[src/rtl/fetch_unit_pkg.sv]
// Shared fetch-stage definitions: opcode macros, default widths and the per-cycle action decode.
// The opcode macros are global so decode/control can share them.
`ifndef FETCH_UNIT_DEFINES
`define FETCH_UNIT_DEFINES
`define OP_CODE_BITS 6
`define OP_CODE_HALT 6'b111111
`endif

package fetch_unit_pkg;

  localparam int unsigned DefaultAddrWidth  = 16;
  localparam int unsigned DefaultInstrWidth = 32;

  typedef enum logic [1:0] {
    ActReset,
    ActRedirect,
    ActStall,
    ActAdvance
  } fetch_act_e;

  // Reset beats redirect, redirect beats stall.
  function automatic fetch_act_e decode_act(logic reset, logic redirect, logic stall);
    if (reset) begin
      return ActReset;
    end else if (redirect) begin
      return ActRedirect;
    end else if (stall) begin
      return ActStall;
    end
    return ActAdvance;
  endfunction

endpackage

[src/rtl/fetch_skid_buf.sv]
// One-entry skid register: catches the word returning while decode stalls, so it is
// never lost; drained on the next advance, dropped on redirect/reset.
module fetch_skid_buf
  import fetch_unit_pkg::*;
#(
  parameter int unsigned ADDR_WIDTH  = DefaultAddrWidth,
  parameter int unsigned INSTR_WIDTH = DefaultInstrWidth
) (
  input  logic                   clk,
  input  logic                   clear,
  input  logic                   capture,
  input  logic                   drain,
  input  logic [INSTR_WIDTH-1:0] in_instr,
  input  logic [ADDR_WIDTH-1:0]  in_pc,
  output logic                   hold_valid,
  output logic [INSTR_WIDTH-1:0] hold_instr,
  output logic [ADDR_WIDTH-1:0]  hold_pc
);

  logic                   valid_q;
  logic [INSTR_WIDTH-1:0] instr_q;
  logic [ADDR_WIDTH-1:0]  pc_q;

  always_ff @(posedge clk) begin
    if (clear) begin
      valid_q <= 1'b0;
    end else if (capture) begin
      valid_q <= 1'b1;
      instr_q <= in_instr;
      pc_q    <= in_pc;
    end else if (drain) begin
      valid_q <= 1'b0;
    end
  end

  assign hold_valid = valid_q;
  assign hold_instr = instr_q;
  assign hold_pc    = pc_q;

endmodule

[src/rtl/fetch_unit.sv]
// Instruction fetch stage: PC, in-flight read tracking and the IF/ID register.
// Define FETCH_HALT_EN to stop fetching once a HALT opcode reaches IF/ID.
module fetch_unit
  import fetch_unit_pkg::*;
#(
  parameter int unsigned          ADDR_WIDTH  = DefaultAddrWidth,
  parameter int unsigned          INSTR_WIDTH = DefaultInstrWidth,
  parameter logic [ADDR_WIDTH-1:0] RESET_PC   = '0
) (
  input  logic                     clk,
  input  logic                     reset,
  input  logic                     stall,
  input  logic                     redirect,
  input  logic [ADDR_WIDTH-1:0]    redirect_pc,
  output logic [ADDR_WIDTH-1:0]    imem_addr,
  output logic                     imem_rd_en,
  input  logic [INSTR_WIDTH-1:0]   imem_rdata,
  output logic                     if_id_valid,
  output logic [INSTR_WIDTH-1:0]   if_id_instr,
  output logic [ADDR_WIDTH-1:0]    if_id_pc,
  output logic [`OP_CODE_BITS-1:0] if_id_opcode,
  output logic                     halted
);

  fetch_act_e act;

  logic [ADDR_WIDTH-1:0]  pc_q;
  logic                   req_valid_q;
  logic [ADDR_WIDTH-1:0]  req_pc_q;
  logic                   if_id_valid_q;
  logic [INSTR_WIDTH-1:0] if_id_instr_q;
  logic [ADDR_WIDTH-1:0]  if_id_pc_q;

  logic                   hold_valid;
  logic [INSTR_WIDTH-1:0] hold_instr;
  logic [ADDR_WIDTH-1:0]  hold_pc;

  logic                   load_valid;
  logic [INSTR_WIDTH-1:0] load_instr;
  logic [ADDR_WIDTH-1:0]  load_pc;
  logic                   halt_load;

  assign act        = decode_act(reset, redirect, stall);
  assign imem_rd_en = !stall && !halted;
  assign imem_addr  = pc_q;

  fetch_skid_buf #(
    .ADDR_WIDTH  (ADDR_WIDTH),
    .INSTR_WIDTH (INSTR_WIDTH)
  ) u_skid (
    .clk        (clk),
    .clear      ((act == ActReset) || (act == ActRedirect)),
    .capture    ((act == ActStall) && req_valid_q),
    .drain      (act == ActAdvance),
    .in_instr   (imem_rdata),
    .in_pc      (req_pc_q),
    .hold_valid (hold_valid),
    .hold_instr (hold_instr),
    .hold_pc    (hold_pc)
  );

  // Skid entry is always older than the in-flight read, so it goes first.
  always_comb begin
    load_valid = 1'b0;
    load_instr = if_id_instr_q;
    load_pc    = if_id_pc_q;
    if (hold_valid) begin
      load_valid = 1'b1;
      load_instr = hold_instr;
      load_pc    = hold_pc;
    end else if (req_valid_q) begin
      load_valid = 1'b1;
      load_instr = imem_rdata;
      load_pc    = req_pc_q;
    end
  end

  always_ff @(posedge clk) begin
    unique case (act)
      ActReset: begin
        pc_q          <= RESET_PC;
        req_valid_q   <= 1'b0;
        req_pc_q      <= '0;
        if_id_valid_q <= 1'b0;
        if_id_instr_q <= '0;
        if_id_pc_q    <= '0;
      end
      ActRedirect: begin
        pc_q          <= redirect_pc;
        req_valid_q   <= 1'b0;
        if_id_valid_q <= 1'b0;
      end
      ActStall: begin
        req_valid_q <= 1'b0;
      end
      ActAdvance: begin
        if_id_valid_q <= load_valid;
        if_id_instr_q <= load_instr;
        if_id_pc_q    <= load_pc;
        if (imem_rd_en) begin
          req_pc_q    <= pc_q;
          pc_q        <= pc_q + ADDR_WIDTH'(1);
          req_valid_q <= !halt_load;
        end else begin
          req_valid_q <= 1'b0;
        end
      end
    endcase
  end

`ifdef FETCH_HALT_EN
  logic halted_q;

  assign halt_load = load_valid && (load_instr[INSTR_WIDTH-1 -: `OP_CODE_BITS] == `OP_CODE_HALT);

  always_ff @(posedge clk) begin
    if ((act == ActReset) || (act == ActRedirect)) begin
      halted_q <= 1'b0;
    end else if ((act == ActAdvance) && halt_load) begin
      halted_q <= 1'b1;
    end
  end

  assign halted = halted_q;
`else
  assign halt_load = 1'b0;
  assign halted    = 1'b0;
`endif

  assign if_id_valid  = if_id_valid_q;
  assign if_id_instr  = if_id_instr_q;
  assign if_id_pc     = if_id_pc_q;
  assign if_id_opcode = if_id_instr_q[INSTR_WIDTH-1 -: `OP_CODE_BITS];

endmodule

[config.mk]
export PLATFORM = sky130hd
export DESIGN_NAME = fetch_unit
export DESIGN_NICKNAME = d
export VERILOG_FILES = /design/src/rtl/fetch_unit_pkg.sv /design/src/rtl/fetch_skid_buf.sv /design/src/rtl/fetch_unit.sv
export SDC_FILE = /design/constraint.sdc
export NUM_CORES = 1
export LEC_CHECK = 0
export CORE_ASPECT_RATIO = 1.75
export CORE_MARGIN = 5
export CORE_UTILIZATION = 40
export CTS_CLUSTER_SIZE = 16
export DETAILED_ROUTE_END_ITERATION = 8
export PLACE_DENSITY = 0.66
export REMOVE_ABC_BUFFERS = 1
export SKIP_LAST_GASP = 1
export SLEW_MARGIN = 20
export SYNTH_ARGS = -nofsm -noshare
export SYNTH_HDL_FRONTEND = slang
export SYNTH_SLANG_ARGS = --single-unit
[constraint.sdc]
create_clock -name clk -period 3.21 [get_ports clk]
set_input_delay 0.642 -clock clk [delete_from_list [all_inputs] [get_ports clk]]
set_output_delay 0.642 -clock clk [all_outputs]
set_load 0.02 [all_outputs]
# Word-level counts from Yosys, hierarchy flattened
# Cells that the tools add are included.
# word_totals
regBits,131
output_inout_bits,73
wordCells,54
# op_classes
n_eq_ne,5
n_addsub,1
reduce_logical,14
bitwise,1
n_mux,24
# ops
op,count
$mux 16,4
$mux 32,2
$pmux 16 s2,2
$pmux 32 s2,1
$pmux 16 s3,1
$add 16x1->16 const B,1
$mux 1,8
$mux 2,4
$reduce_and 2->1,4
$reduce_bool 2->1,3
$eq 2x2->1 const B,2
$pmux 1 s2,2
$ne 3x3->1 const B,1
$reduce_bool 3->1,1
$reduce_or 3->1,1
$eq 2x1->1 const B,1
$logic_not 2->1,1
$ne 2x2->1 const B,1
$reduce_or 2->1,1
$logic_and 1x1->1,1
$logic_not 1->1,1
$logic_or 1x1->1,1
$not 1->1,1

# Longest topological paths before layout
# depth
ltp_word,8
ltp_mapped,5

# Modules after synthesis
# From an unflattened synthesis, not the netlist that was laid out.
# hier_totals
hier_cells,359
area_unflattened_um2,5297.6
# modules_own_cells
module,cells_each,n_inst,seq_area_each_um2,area_each_um2
fetch_unit,306,1,2452.4,3813.7
fetch_skid_buf,53,1,1461.4,1483.9

# Worst setup path before layout
# No wires, ideal clock.
# synth_path
kind,input to register
from,input reset
to,"register u_skid.instr_q[0], in the netlist u_skid.hold_instr[0] (enable)"
path_buffers,0
t_arrival_ps,2043
path_stages,2
path_slack_ps,756
path_cell_list,nor2_1 > and3_1
# synth_via
elab_chain_cells,6
# synth_rtl
element,line_no,source
from (decl),fetch_unit.sv:11,"input logic reset,"
$mux 2 or $mux 1 (tied branches),fetch_unit_pkg.sv:23,if (reset) begin
$mux 2 (*),fetch_unit_pkg.sv:30,return ActAdvance;
$eq 2x1->1 or $logic_not 2->1 (tied branches),fetch_unit.sv:52,".clear ((act == ActReset) || (act == ActRedirect)),"
$logic_or 1x1->1,fetch_unit.sv:52,
$not 1->1 (no source line),-,
$reduce_and 2->1 (no source line) (*),-,
to (signal assigned),fetch_skid_buf.sv:29,instr_q <= in_instr;
to (decl),fetch_skid_buf.sv:21,logic [INSTR_WIDTH-1:0] instr_q;
# Mark *: on every way between the ends. The rest lies on a longest branch, timed or not.
# A chain may end at the register's enable or synchronous reset.

# Worst setup path after layout
# layout_path
from,input stall
to,output imem_rd_en
# layout_via
elab_chain_cells,1
# layout_rtl
element,line_no,source
from (decl),fetch_unit.sv:12,"input logic stall,"
$logic_not 1->1,fetch_unit.sv:44,assign imem_rd_en = !stall && !halted;
to (decl),fetch_unit.sv:16,"output logic imem_rd_en,"
# No other way between the ends.

==> impl_metrics.py <==
metrics = {
    "outcome": {
        "status": "complete, no violations",
    },
    "sta": {
        "hold_viol": 0,
        "fmax_ghz": 0.4066,
        "setup_tns_ns": 0,
        "skew_ns": 0.009537,
        "worst_pin_slew_ns": 0.8390,
        "slew_headroom": 0.4407,
        "fin_crit_sh": 0.7662,
        "rsz0062_at_grt": "false",
        "setup_viol": 0,
        "fin_crit_ns": 2.460,
        "slew_violations": 0,
    },
    "cts": {
        "clock-root-buffer": "clkbuf_16",
        "ctsResizeCount": 0,
        "h-tree-depth": 4,
        "clock_sinks": 131,
        "clock_latency_ns": 0.40,
        "clk_pin_slew_worst_paths_ns": 0.05,
        "clk_path_buf_depth": 2,
        "cts_tree": "done",
        "numCtsBuffers": 17,
        "ctsHoldBuffers": 0,
        "postCtsSetupRepairBufs": 0,
    },
    "die": {
        "fp-row-count": 55,
        "initial_core_util": 0.4075,
        "die_area_mm2": 0.01567,
        "core-area_mm2": 0.01294,
        "dieHeight_um": 161.9,
        "ios": 125,
        "die_x_um": 96.79,
    },
    "synth": {
        "synth-seq-area-share": 0.7423,
        "syn_area_mm2": 0.005273,
        "syn_avg_cell_area_um2": 15.19,
        "synth_cell_types": 31,
        "ys_ff_latch": 131,
        "yosysWarnings": 0,
        "synthCells": 347,
    },
    "critical_path": {
        "critPathBufInv": 3,
        "cp-start-kind": "input pin",
        "path_common_cell": "clkdlybuf4s50_1",
        "cp-end-kind": "output port",
        "critical_path_class": "in2out",
        "path_cells": "clkdlybuf4s50_1, inv_1, clkdlybuf4s50_1",
        "path_delay_family": "buffers and inverters",
        "cp_data_required_time_ns": 2.57,
        "cp.arrival_ns": 1.82,
        "max_stage_delay_ns": 0.61,
        "cp_slowest_cell": "clkdlybuf4s50_1",
        "critPathMaxFanout": 4,
    },
    "finish": {
        "nets": 523,
        "mostFrequentLayoutCells": "edfxtp_1 (129), clkdlybuf4s50_1 (123), nor2_1 (57)",
        "antenna_cells": 0,
        "stdcell_area_mm2": 0.007232,
        "syn2layout_area_growth_pct": 37.16,
        "final_common_cell": "edfxtp_1",
        "drive_above_1_share": 0.09544,
        "final_cells": 653,
    },
    "run": {
        "max_cap_viol_count": 0,
    },
    "placement": {
        "dp_hpwl_um": 7452,
        "dp_cells": 622,
        "portBuffers": 123,
        "gp_congestion": 0.8266,
        "placed_cell_area_mm2": 0.006664,
    },
    "routing": {
        "wire_per_inst_um": 16.58,
        "totalWireLength_um": 10830,
        "vias_per_cell": 4.848,
        "drtIter0Drc": 116,
        "remaining_drc_errors": 0,
        "vias": 3166,
        "drt.antenna.violating_nets": 0,
        "drt_first_pass_iters": 7,
    },
    "power": {
        "p_per_area_mw_per_mm2": 576.8,
        "peakVddDrop_mv": 0.3988,
        "power_leakage_nw": 2.413,
    },
    "global_route": {
        "first_global_vias": 3452,
        "grt_max_degree": 49,
        "overflow": 0,
        "grtUsageTotal": 0.1448,
        "antenna_found_initial": 0,
        "grt_pass1_wl_um": 17880,
    },
    "min_path": {
        "min_path_type": "reg2reg",
    },
}
## where the power goes
group,internal [mW],switching (mW)
clock,1.13,0.686
sequential,1.95,0.0467
combinational,0.180,0.174
## through the flow
step	setup WS (ns)	utilization	hold slack, ns	power (mW)
after floorplan	0.01372	-	0.4257	2.176
after global placement	0.7426	0.5151	0.4349	2.385
after detailed placement	0.6539	0.5151	0.4364	2.393
after CTS	0.7462	0.5588	0.4537	4.223
after global routing	0.7255	0.5590	0.4599	4.327
final	0.7505	0.5590	0.4475	4.172
## flip-flops by register name, indices dropped and copies added (netlist names), 16 cells and up
register and cells:
imem_addr 16, u_skid.hold_pc 16, req_pc_q 16, if_id_instr 32, u_skid.hold_instr 32, if_id_pc 16
## cell type report
cell class | count | area [um2]
Multi-Input combinational cell | 188 | 1229
Clock inverter | 14 | 140.1
Tap cell | 171 | 214.0
Sequential cell | 131 | 3915
Inverter | 4 | 15.01
Timing Repair Buffer | 128 | 1294
Clock buffer | 17 | 425.4
Fill cell | 1104 | 5705
## synth_stat cells
cell type,count,area share
nand3_1,4,0.0038
nand4_4,1,0.0040
clkbuf_2,1,0.00095
nand2_1,16,0.011
xnor2_1,6,0.010
edfxtp_1,129,0.73
and2_1,13,0.015
nor3_1,7,0.0066
nor2_1,57,0.041
o21ai_0,10,0.0095
a221o_1,5,0.0095
buf_4,7,0.010
nand3_2,1,0.0019
and2_2,1,0.0014
buf_1,2,0.0014
xor2_1,3,0.0050
clkbuf_1,11,0.0078
a22o_1,1,0.0017
buf_2,3,0.0028
ha_1,1,0.0024
and3_1,1,0.0012
inv_1,4,0.0028
conb_1,1,0.00071
nor2b_1,1,0.0012
mux2i_1,48,0.091
dfxtp_1,2,0.0076
or2_2,2,0.0024
and3_2,1,0.0014
nand4_1,3,0.0036
or3_2,1,0.0014
or4_1,4,0.0057
## path summary, 6_finish.rpt
kind | startpoint | endpoint | slack, ns | cells past startpoint
max | stall | imem_rd_en | 0.75 | 3
min | req_pc_q[6] | u_skid.hold_pc[6] | 0.45 | 0
max reg2reg | imem_addr[0] | imem_addr[14] | 1.14 | 4
min reg2reg | req_pc_q[6] | u_skid.hold_pc[6] | 0.45 | 0
## worst register-to-register path, stage by stage (launching register included)
cell and delay, ns:
edfxtp_1 0.45, ha_1 0.33, nand4_1 0.20, or4_1 0.54
a221o_1 0.30
## kinds of logic after synthesis
logic type / Yosys count / share of synthesized area
compound gates: 16 / 0.02065
xor+xnor: 9 / 0.01495
fa+ha+maj: 1 / 0.002373
buf+inv: 28 / 0.02586
flops: 131 / 0.7423
mux: 48 / 0.09112
other cells: 1 / 0.0007112
simple gates: 113 / 0.1020
## metal layers
layer,share of wire,vias up,track usage
met5,0,-,0
met4,0.016,0,0.06006
met2,0.52,121,0.2484
li1,-,1516,-
met1,0.40,1519,0.1629
met3,0.058,10,0.05243
(Power assumes the default switching activity.)
